$ cat src/rtl/seq_detector_param.sv
// Two-button serial bit-sequence detector with overlapping / non-overlapping match modes.
// Buttons are synchronised, edge-detected, shifted into num and compared against pattern once full.
module seq_detector_param #(
  parameter int WIDTH = 4,
  parameter int CNT_W = 8
) (
  input  logic             clk,
  input  logic             rst_n,
  input  logic             A,
  input  logic             B,
  input  logic             clr,
  input  logic             mode,
  input  logic [WIDTH-1:0] pattern,
  output logic [WIDTH-1:0] num,
  output logic             out,
  output logic [CNT_W-1:0] match_cnt
);

  localparam int FW = $clog2(WIDTH + 1);
  localparam logic [FW-1:0] FULL = FW'(WIDTH);
  localparam logic [CNT_W-1:0] CNT_MAX = '1;

  typedef enum logic [1:0] {FILL, ARMED, HIT} state_t;

  logic a_s1, a_s2, a_d;
  logic b_s1, b_s2, b_d;
  logic [1:0] warm;
  logic rise_a, rise_b, one_rise;

  logic [FW-1:0] fill;
  logic          acc;
  logic          nonov;
  state_t        state;

  // warm masks the first edges after reset so a button held through release is not seen as a rise
  always_ff @(posedge clk or negedge rst_n) begin
    if (!rst_n) begin
      a_s1 <= 1'b0;
      a_s2 <= 1'b0;
      a_d  <= 1'b0;
      b_s1 <= 1'b0;
      b_s2 <= 1'b0;
      b_d  <= 1'b0;
      warm <= 2'd0;
    end else begin
      a_s1 <= A;
      a_s2 <= a_s1;
      a_d  <= a_s2;
      b_s1 <= B;
      b_s2 <= b_s1;
      b_d  <= b_s2;
      if (warm != 2'd3) warm <= warm + 2'd1;
    end
  end

  assign rise_a   = a_s2 & ~a_d;
  assign rise_b   = b_s2 & ~b_d;
  assign one_rise = (rise_a ^ rise_b) && (warm == 2'd3) && !clr;

  // Bits are shifted on acceptance and compared one edge later; nonov latches mode at the match
  always_ff @(posedge clk or negedge rst_n) begin
    if (!rst_n) begin
      num       <= '0;
      fill      <= '0;
      match_cnt <= '0;
      out       <= 1'b0;
      acc       <= 1'b0;
      nonov     <= 1'b0;
      state     <= FILL;
    end else if (clr) begin
      num       <= '0;
      fill      <= '0;
      match_cnt <= '0;
      out       <= 1'b0;
      acc       <= 1'b0;
      nonov     <= 1'b0;
      state     <= FILL;
    end else begin
      acc <= one_rise;
      if (one_rise) begin
        num <= {num[WIDTH-2:0], rise_a};
        if (fill != FULL) fill <= fill + 1'b1;
      end
      if (state == HIT && nonov) begin
        state <= FILL;
        out   <= 1'b0;
        fill  <= one_rise ? FW'(1) : '0;
      end else if (acc) begin
        if (fill == FULL && num == pattern) begin
          state <= HIT;
          out   <= 1'b1;
          nonov <= mode;
          if (match_cnt != CNT_MAX) match_cnt <= match_cnt + 1'b1;
        end else if (fill == FULL) begin
          state <= ARMED;
          out   <= 1'b0;
        end else begin
          state <= FILL;
          out   <= 1'b0;
        end
      end
    end
  end

endmodule

$ cat config.mk
export PLATFORM = sky130hd
export DESIGN_NAME = seq_detector_param
export DESIGN_NICKNAME = d
export VERILOG_FILES = /design/src/rtl/seq_detector_param.sv
export SDC_FILE = /design/constraint.sdc
export NUM_CORES = 1
export LEC_CHECK = 0
export BUFFER_PORTS_ARGS = -buffer_cell sky130_fd_sc_hd__buf_2
export CAP_MARGIN = 5
export CORE_UTILIZATION = 40
export CTS_CLUSTER_SIZE = 25
export DETAILED_ROUTE_END_ITERATION = 8
export PLACE_DENSITY = 0.67
export SETUP_SLACK_MARGIN = 0.3
export SLEW_MARGIN = 20
export SYNTH_ARGS = -nofsm -noshare
export SYNTH_HDL_FRONTEND = slang
export SYNTH_SLANG_ARGS = --single-unit
$ cat constraint.sdc
create_clock -name clk -period 2.4 [get_ports clk]
set_clock_uncertainty 0.05 [all_clocks]
set_input_delay 0.12 -clock clk [delete_from_list [all_inputs] [get_ports clk]]
set_output_delay 0.12 -clock clk [all_outputs]
set_load 0.01 [all_outputs]
==> reports/summary.md, run 1 <==
Setup repair after global routing left no endpoint under its margin. No sink is reached through more buffers than the 2 on the longest clock path. The pin count of the biggest net entering global routing is 28, and the overall die width is 59.5 µm. In this run, CTS created clock tree buffers numbering 3. The first global-routing pass estimated 3890 µm of wire. After technology mapping, the gate count stands at 114. The region available for standard cell placement spans 0.00310 mm². For the aggregate routed wire length, the log shows 2230 µm.

The total clock sinks came out at 27. The worst-case IR drop observed on VDD is 0.000234 V. For this design the static power due to leakage is 0.711 nW. The effective utilization at floorplan came out at 0.427. The sequential area share after synthesis came out at 0.510. Dividing the synthesized area by the synthesized cell count gives 11.6 µm². By area, the combinational part of the netlist is dominated by simple AND/OR/NAND/NOR gates. Compared with the post-synthesis result, the final layout area differs by 16.7%. For this run, the number of Yosys warnings is 0.

Setup violations remaining at the end of the flow were counted as 0. The clock period could shrink to 1.93 ns. The power share of the sequential group is 0.634. The total DRC errors in the routed layout is 0, and the required time of the critical path is 2.57 ns. The H-tree depth reported by CTS is 1, and the slew at the pin with the worst max-slew slack is 0.584 ns. The master cell of the clock root buffer is sky130_fd_sc_hd__clkbuf_4.

In this run the power spent charging and discharging nets is 0.187 mW. The via count of the first global-routing pass came out at 903. The post-route fraction of the period consumed by the critical path came out at 0.804. The first detailed-routing pass ran for 4 iterations.

Once detail routing completed, the nets flagged for antenna violations numbered 0. Setup slack closes at 0.471 ns. The floorplan has 20 rows. The number of I/O port buffers is 22, and the vias per cell is 5.01.

The total global routing overflow is 0, and the peak fanout along the critical path is 6. The flow ran to the end, and the final reports show no timing, DRC or antenna violations. The run gives 33 as the post-synthesis cell type count.

For this run, the post-layout net count is 156. The number of hold violations in the final report is 0. Most common cell after layout, fill and taps aside: sky130_fd_sc_hd__dfrtp_1.

The clock slew at the register clock pins of the worst setup and hold paths came out at 0.14 ns. Based on the critical path, the design can be clocked at up to 0.518 GHz. Routability-driven placement finished with a final weighted congestion of 0.813. The run gives 927 as the via total after detailed routing. The die covers 0.00354 mm². The clock reaches the later pin of the worst-skew pair after 0.33 ns.

The total global routing track utilization came out at 0.150. Critical path's slowest cell: sky130_fd_sc_hd__dfrtp_1. Once detailed placement completed, the half-perimeter wirelength came to 1580 µm. The run gives 22 as the starting DRC count in detailed routing.

The fill cell instance count of the final layout is 297, and the area share of xor/xnor cells in the synthesized design is 0.0974. TritonCTS built the clock tree. Counting every net in the synthesized netlist gives 128. The headroom to the max-slew limit was 0.610.

The number of antenna diodes in the final layout is 0. The fraction of power spent switching nets is 0.250, and the combinational power share is 0.101. The mux cell area share after synthesis came out at 0.0482. The path class of the tightest hold or removal check is primary input to register. The I/O pin total was 23. The sum of negative setup slack was 0 ns; the fraction of final layout cells sized beyond drive strength 1 was 0.270. The final routed wire length divided by cell count is 12.0 µm.

The area share of and/or/nand/nor cells after synthesis works out to 0.243. The critical path in this run is classified as register to register. On the worst path, the slowest cell contributes a delay of 0.44 ns. The adder-cell share of the synthesized area came out at 0.0378. STA classifies the critical path startpoint as a register. Internal power comes to 0.560 mW. The endpoint type of the worst setup path was a register.

The tools report the initial antenna violation count as 0. The fraction of the mapped netlist area in compound gates works out to 0.0491. In the layout the commonest cells are sky130_fd_sc_hd__dfrtp_1 (27), sky130_fd_sc_hd__buf_2 (22), sky130_fd_sc_hd__nand2_1 (10), sky130_fd_sc_hd__nor2_1 (10), sky130_fd_sc_hd__a21oi_1 (10). The pre-CTS worst setup slack is 0.489 ns.

The vertical die dimension works out to 59.5 µm. The reported max-cap violation count was 0. After synthesis the netlist holds a flip-flop and latch count of 27. After clock tree synthesis, the repair step resized 0 gates.

The logs give 0.265 for the clock network fraction of total power and 0.00132 mm² for the mapped cell area. The endpoint arrival time on the critical path came out at 2.10 ns. The tools report the number of pins with negative max-slew slack in the final report as 0. In this run the power density over the cells is 484 mW/mm². The signal on the critical path passes through ha_1 > and3_1 > and3_4 > nor3_4 > nand4_1 > mux2_1.
==> layer usage <==
metal | wire (µm) | vias up | global-route usage
li1 | - | 449 | -
met1 | 1020 | 455 | 0.191
met2 | 1110 | 19 | 0.247
met3 | 64 | 4 | 0.0197
met4 | 36 | 0 | 0.0797
met5 | 0 | - | 0
==> flip-flops by register name, summed over array words and instances (netlist names), 2 cells and up <==
register and cells:
fill 3, match_cnt 8, num 4, warm 2
==> synth_stat cells (all sizes together) <==
cell type	instances	area (µm²)
a21bo	1	10.0
a21oi	10	50.1
and2	1	6.26
and3	4	30.0
and4b	1	10.0
buf	1	3.75
clkbuf	2	7.51
dfrtp	27	676
ha	4	50.1
inv	2	7.51
mux2	3	33.8
mux2i	3	30.0
nand2	10	37.5
nand2b	2	12.5
nand3	3	15.0
nand3b	3	26.3
nand4	4	55.1
nor2	10	37.5
nor2b	3	18.8
nor3	2	21.3
nor4	2	12.5
nor4b	2	17.5
o21ai	1	5.00
or2	1	6.26
or2b	2	15.0
xnor2	10	129
==> worst max-delay path, delay by kind of cell, from the launching register on <==
kind | cells | cell delay [ns]
fa+ha+maj | 1 | 0.22
flops | 1 | 0.44
mux | 1 | 0.32
simple gates | 4 | 0.81
==> cell families after synthesis <==
logic type,Yosys count
buffers and inverters,5
AO/OA/AOI/OAI,12
flip-flops,27
AND/OR/NAND/NOR,50
XOR/XNOR,10
adder cells (fa/ha/maj),4
multiplexers,6
==> what timing repair did <==
action                                 CTS  global route
endpoints found under the hold margin   30             0
buffers inserted                         0             0
hold buffers                             4             0
==> layout make-up <==
| cell class | count | area [µm²] | area share |
|---|---|---|---|
| flip-flops and latches | 27 | 676 | 0.437 |
| multi-input cells | 82 | 629 | 0.407 |
| repair buffers | 26 | 150 | 0.0972 |
| well taps | 44 | 55.1 | 0.0356 |
| clock buffers | 3 | 22.5 | 0.0146 |
| inverters | 2 | 7.51 | 0.00486 |
| clock inverters | 1 | 5.00 | 0.00324 |
==> metrics by stage <==
step / cells / area, µm² / total power [mW] / hold WS [ns] / utilization
CTS: 185 / 1550 / 0.758 / 0.123 / 0.498
finish: 185 / 1550 / 0.747 / 0.132 / 0.498
detailed placement: 177 / 1480 / 0.555 / 0.111 / 0.476
global route: 185 / 1550 / 0.785 / 0.136 / 0.498
floorplan: 114 / 1320 / 0.527 / -0.226 / -
global placement: 177 / 1480 / 0.551 / 0.102 / 0.476
==> final timing paths <==
check	cells after the start	to	startpoint	slack (ns)
max in group asynchronous	2	match_cnt[5]$_DFFE_PN0P_	rst_n	1.66
worst min register to register	0	a_s2$_DFF_PN0_	a_s1$_DFF_PN0_	0.32
worst min-delay path	2	match_cnt[6]$_DFFE_PN0P_	clr	0.13
worst max-delay path	6	match_cnt[5]$_DFFE_PN0P_	match_cnt[0]$_DFFE_PN0P_	0.47
min in group asynchronous	2	b_s2$_DFF_PN0_	rst_n	0.25
worst max register to register	6	match_cnt[5]$_DFFE_PN0P_	match_cnt[0]$_DFFE_PN0P_	0.47
==> power groups by stage <==
stage / Sequential (mW) / Clock, mW / Combinational, mW
6_report: 0.474 / 0.198 / 0.0752
5_1_grt: 0.476 / 0.224 / 0.0848
2_1_floorplan: 0.482 / 0 / 0.0450
3_5_place_dp: 0.483 / 0 / 0.0720
3_3_place_gp: 0.482 / 0 / 0.0696
4_1_cts: 0.474 / 0.207 / 0.0769
Note: power is estimated with default switching activity, not from simulation.
==> run 2: changes to the inputs <==
- clock period: 2.4 -> 2 ns (I/O delays scaled with it)
==> reports/summary.md, run 2 (synthesized netlist as in run 1, its figures left out) <==
The power density of the placed cells is 548 mW/mm² (was 484 mW/mm²). For the H-tree depth reported by CTS, the log shows 1 (unchanged). The total global routing overflow came out at 0 (unchanged).

Time the final worst path needs with I/O delays and setup: 1.72 ns (was 1.93 ns). The worst-case reg-to-reg path depth was 6 (unchanged). The starting DRC count in detailed routing came out at 21 (was 22). The standard cell area after detailed placement was 0.00149 mm² (was 0.00148 mm²); the headroom to the max-slew limit was 0.604 (was 0.610).

For the number of buffers created by CTS, the log shows 3 (unchanged). TritonCTS built the clock tree. The number of I/O port buffers was 22 (unchanged); the fraction of final layout cells sized beyond drive strength 1 was 0.342 (was 0.270).

The post-route fraction of the period consumed by the critical path came out at 0.862 (was 0.804). The tools report the final estimated routing congestion in global placement as 0.827 (was 0.813). For the HPWL after detailed placement, the log shows 1650 µm (was 1580 µm).

The tightest hold margin is 0.120 ns (was 0.132 ns). The flow ran to the end, and the final reports show no timing, DRC or antenna violations. The tools report the number of pins with negative max-slew slack in the final report as 0 (unchanged).

The peak fanout along the critical path works out to 4 (was 6). Total clock sinks: 27 (unchanged). Most common cell after layout, fill and taps aside: sky130_fd_sc_hd__dfrtp_1 (unchanged).

The endpoint arrival time on the critical path was 1.89 ns (was 2.10 ns); the post-route cell area was 0.00163 mm² (was 0.00155 mm²). The logs give 0 ns (unchanged) for the sum of negative setup slack and 676 µm² (unchanged) for the sequential cell area. The met2 wire length was 1140 µm (was 1110 µm). The fmax was 0.580 GHz (was 0.518 GHz); the I/O pin total was 23 (unchanged). For the fill cell instance count of the final layout, the log shows 301 (was 297).

The run gives 48 µm (was 64 µm) as the met3 routed wirelength. Master cell of the clock root buffer: sky130_fd_sc_hd__clkbuf_4 (unchanged). The final routed wire length divided by cell count was 12.1 µm (was 12.0 µm). The buffer depth of the longest clock path is 2 (unchanged), and the met1 routed wirelength after detailed routing is 1130 µm (was 1020 µm).

The first-pass detailed-route iteration total was 4 (unchanged). The worst hold path startpoint is clr (unchanged). The total global routing track utilization is 0.153 (was 0.150).

The tools report the number of hold violations in the final report as 0 (unchanged). Launch point of the worst path: match_cnt[0]$_DFFE_PN0P_ (unchanged). The element type at the critical path start is a register (unchanged). The vertical die dimension is 59.5 µm (unchanged). Effective utilization at floorplan: 0.427 (unchanged). The required time of the critical path was 2.16 ns (was 2.57 ns); the final antenna-violating net count was 0 (unchanged).

The run gives 0.28 ns (was 0.47 ns) as the register-to-register setup slack. Largest registers in the final layout: match_cnt (8), num (4), fill (3) (unchanged). The number of flip-flops under the largest register name is 8 (unchanged), and the pin count of the biggest net entering global routing is 28 (unchanged). Reported max-cap violation count: 0 (unchanged). The run gives 0.276 ns (was 0.471 ns) as the final worst-path setup slack. The tools report the initial antenna violation count as 0 (unchanged). The pre-CTS worst setup slack was 0.218 ns (was 0.489 ns).

Setup repair after global routing could not meet its margin everywhere. The clock slew at the register clock pins of the worst setup and hold paths is 0.14 ns (about the same). The slew at the pin with the worst max-slew slack is 0.594 ns (was 0.584 ns). The end of the worst register-to-register path was match_cnt[7]$_DFFE_PN0P_ (was match_cnt[5]$_DFFE_PN0P_). The logs give 20 (unchanged) for the floorplan row count and 0.524 (was 0.498) for the final core area utilization.

Most frequent cells in the layout: sky130_fd_sc_hd__dfrtp_1 (27), sky130_fd_sc_hd__buf_2 (22), sky130_fd_sc_hd__nand2_1 (10), sky130_fd_sc_hd__nor2_1 (10), sky130_fd_sc_hd__a21oi_1 (10) (unchanged). The tools report the count of inserted antenna diode cells as 0 (unchanged). The vias per cell is 4.77 (was 5.01), and the area inside the core boundary is 0.00310 mm² (unchanged). Critical path class: register to register (unchanged). The overall die width came out at 59.5 µm (unchanged).

Worst hold-check path type: primary input to register (unchanged). The first-pass GRT wire length is 4030 µm (was 3890 µm). The endpoint type of the worst setup path was a register (unchanged).

For the aggregate routed wire length, the log shows 2340 µm (was 2230 µm). The area of the die was 0.00354 mm² (unchanged). The footprint of the multi-input gates came out at 649 µm² (was 629 µm²).

Total DRC errors in the routed layout: 0 (unchanged). The maximum vdd ir drop was 0.000257 V (was 0.000234 V); the signed area change from the synthesized netlist to the final layout was 22.8% (was 16.7%). For the later-pin clock latency in the skew report, the log shows 0.31 ns (was 0.33 ns). The tools report the via total after detailed routing as 920 (was 927). The total setup violations reported at the end of the flow came out at 0 (unchanged).

The logs give 164 (was 156) for the number of nets in the finished design and 919 (was 903) for the via count of the first global-routing pass. The largest register by flop count was match_cnt (unchanged). The reported leakage power was 0.751 nW (was 0.711 nW). Top layer used by detailed routing: met4 (unchanged). The tools report the capture point of the critical path as match_cnt[7]$_DFFE_PN0P_ (was match_cnt[5]$_DFFE_PN0P_).

The critical register-to-register path startpoint was match_cnt[0]$_DFFE_PN0P_ (unchanged).
-- run 2: report_power, final --
group / internal [mW] / switching, mW / total [mW] / leakage [nW]
clock: 0.0747 / 0.148 / 0.223 / 0.0177
combinational: 0.0444 / 0.0555 / 0.100 / 0.382
sequential: 0.559 / 0.00888 / 0.568 / 0.351
total: 0.678 / 0.213 / 0.890 / 0.751
-- run 2: final cells by class --
cell class	instances	area share
flip-flops and latches	27	0.416
repair buffers	34	0.129
clock inverters	1	0.00308
well taps	44	0.0339
inverters	2	0.00462
clock buffers	3	0.0139
multi-input cells	82	0.400
-- run 2: worst min-delay path by stage --
| stage | to | slack (ns) | cells past startpoint |
|---|---|---|---|
| after floorplan | a_d$_DFF_PN0_ | -0.25 | 0 |
| after global placement | b_s1$_DFF_PN0_ | 0.08 | 1 |
| after detailed placement | b_s1$_DFF_PN0_ | 0.09 | 1 |
| after CTS | match_cnt[6]$_DFFE_PN0P_ | 0.12 | 2 |
| after global routing | match_cnt[6]$_DFFE_PN0P_ | 0.12 | 2 |
| final | match_cnt[6]$_DFFE_PN0P_ | 0.12 | 2 |
-- run 2: through the flow --
| step | total power, mW | cells |
|---|---|---|
| 2_1_floorplan | 0.632 | 114 |
| 3_3_place_gp | 0.662 | 178 |
| 3_5_place_dp | 0.665 | 178 |
| 4_1_cts | 0.903 | 190 |
| 5_1_grt | 0.942 | 193 |
| 6_report | 0.890 | 193 |
-- run 2: critical path, cell delays in order, from the launching register on --
cell and delay [ns]:
sky130_fd_sc_hd__dfrtp_1 0.41, sky130_fd_sc_hd__ha_2 0.19, sky130_fd_sc_hd__and3_4 0.17, sky130_fd_sc_hd__and3_4 0.19
sky130_fd_sc_hd__nor3_4 0.15, sky130_fd_sc_hd__nand4_1 0.14, sky130_fd_sc_hd__mux2_4 0.32
-- run 2: timing repair --
action	CTS	global route
hold endpoints to repair	30	0
hold buffers	4	0
pin swaps	3	0
resized for setup	2	1
buffers inserted	4	3
setup endpoints to repair	6	6
-- run 2: layer usage --
layer / GRT usage / up-vias
met2: 0.249 / 13
met3: 0.0197 / 2
li1: - / 463
met1: 0.207 / 442
met5: 0 / -
met4: 0.0598 / 0
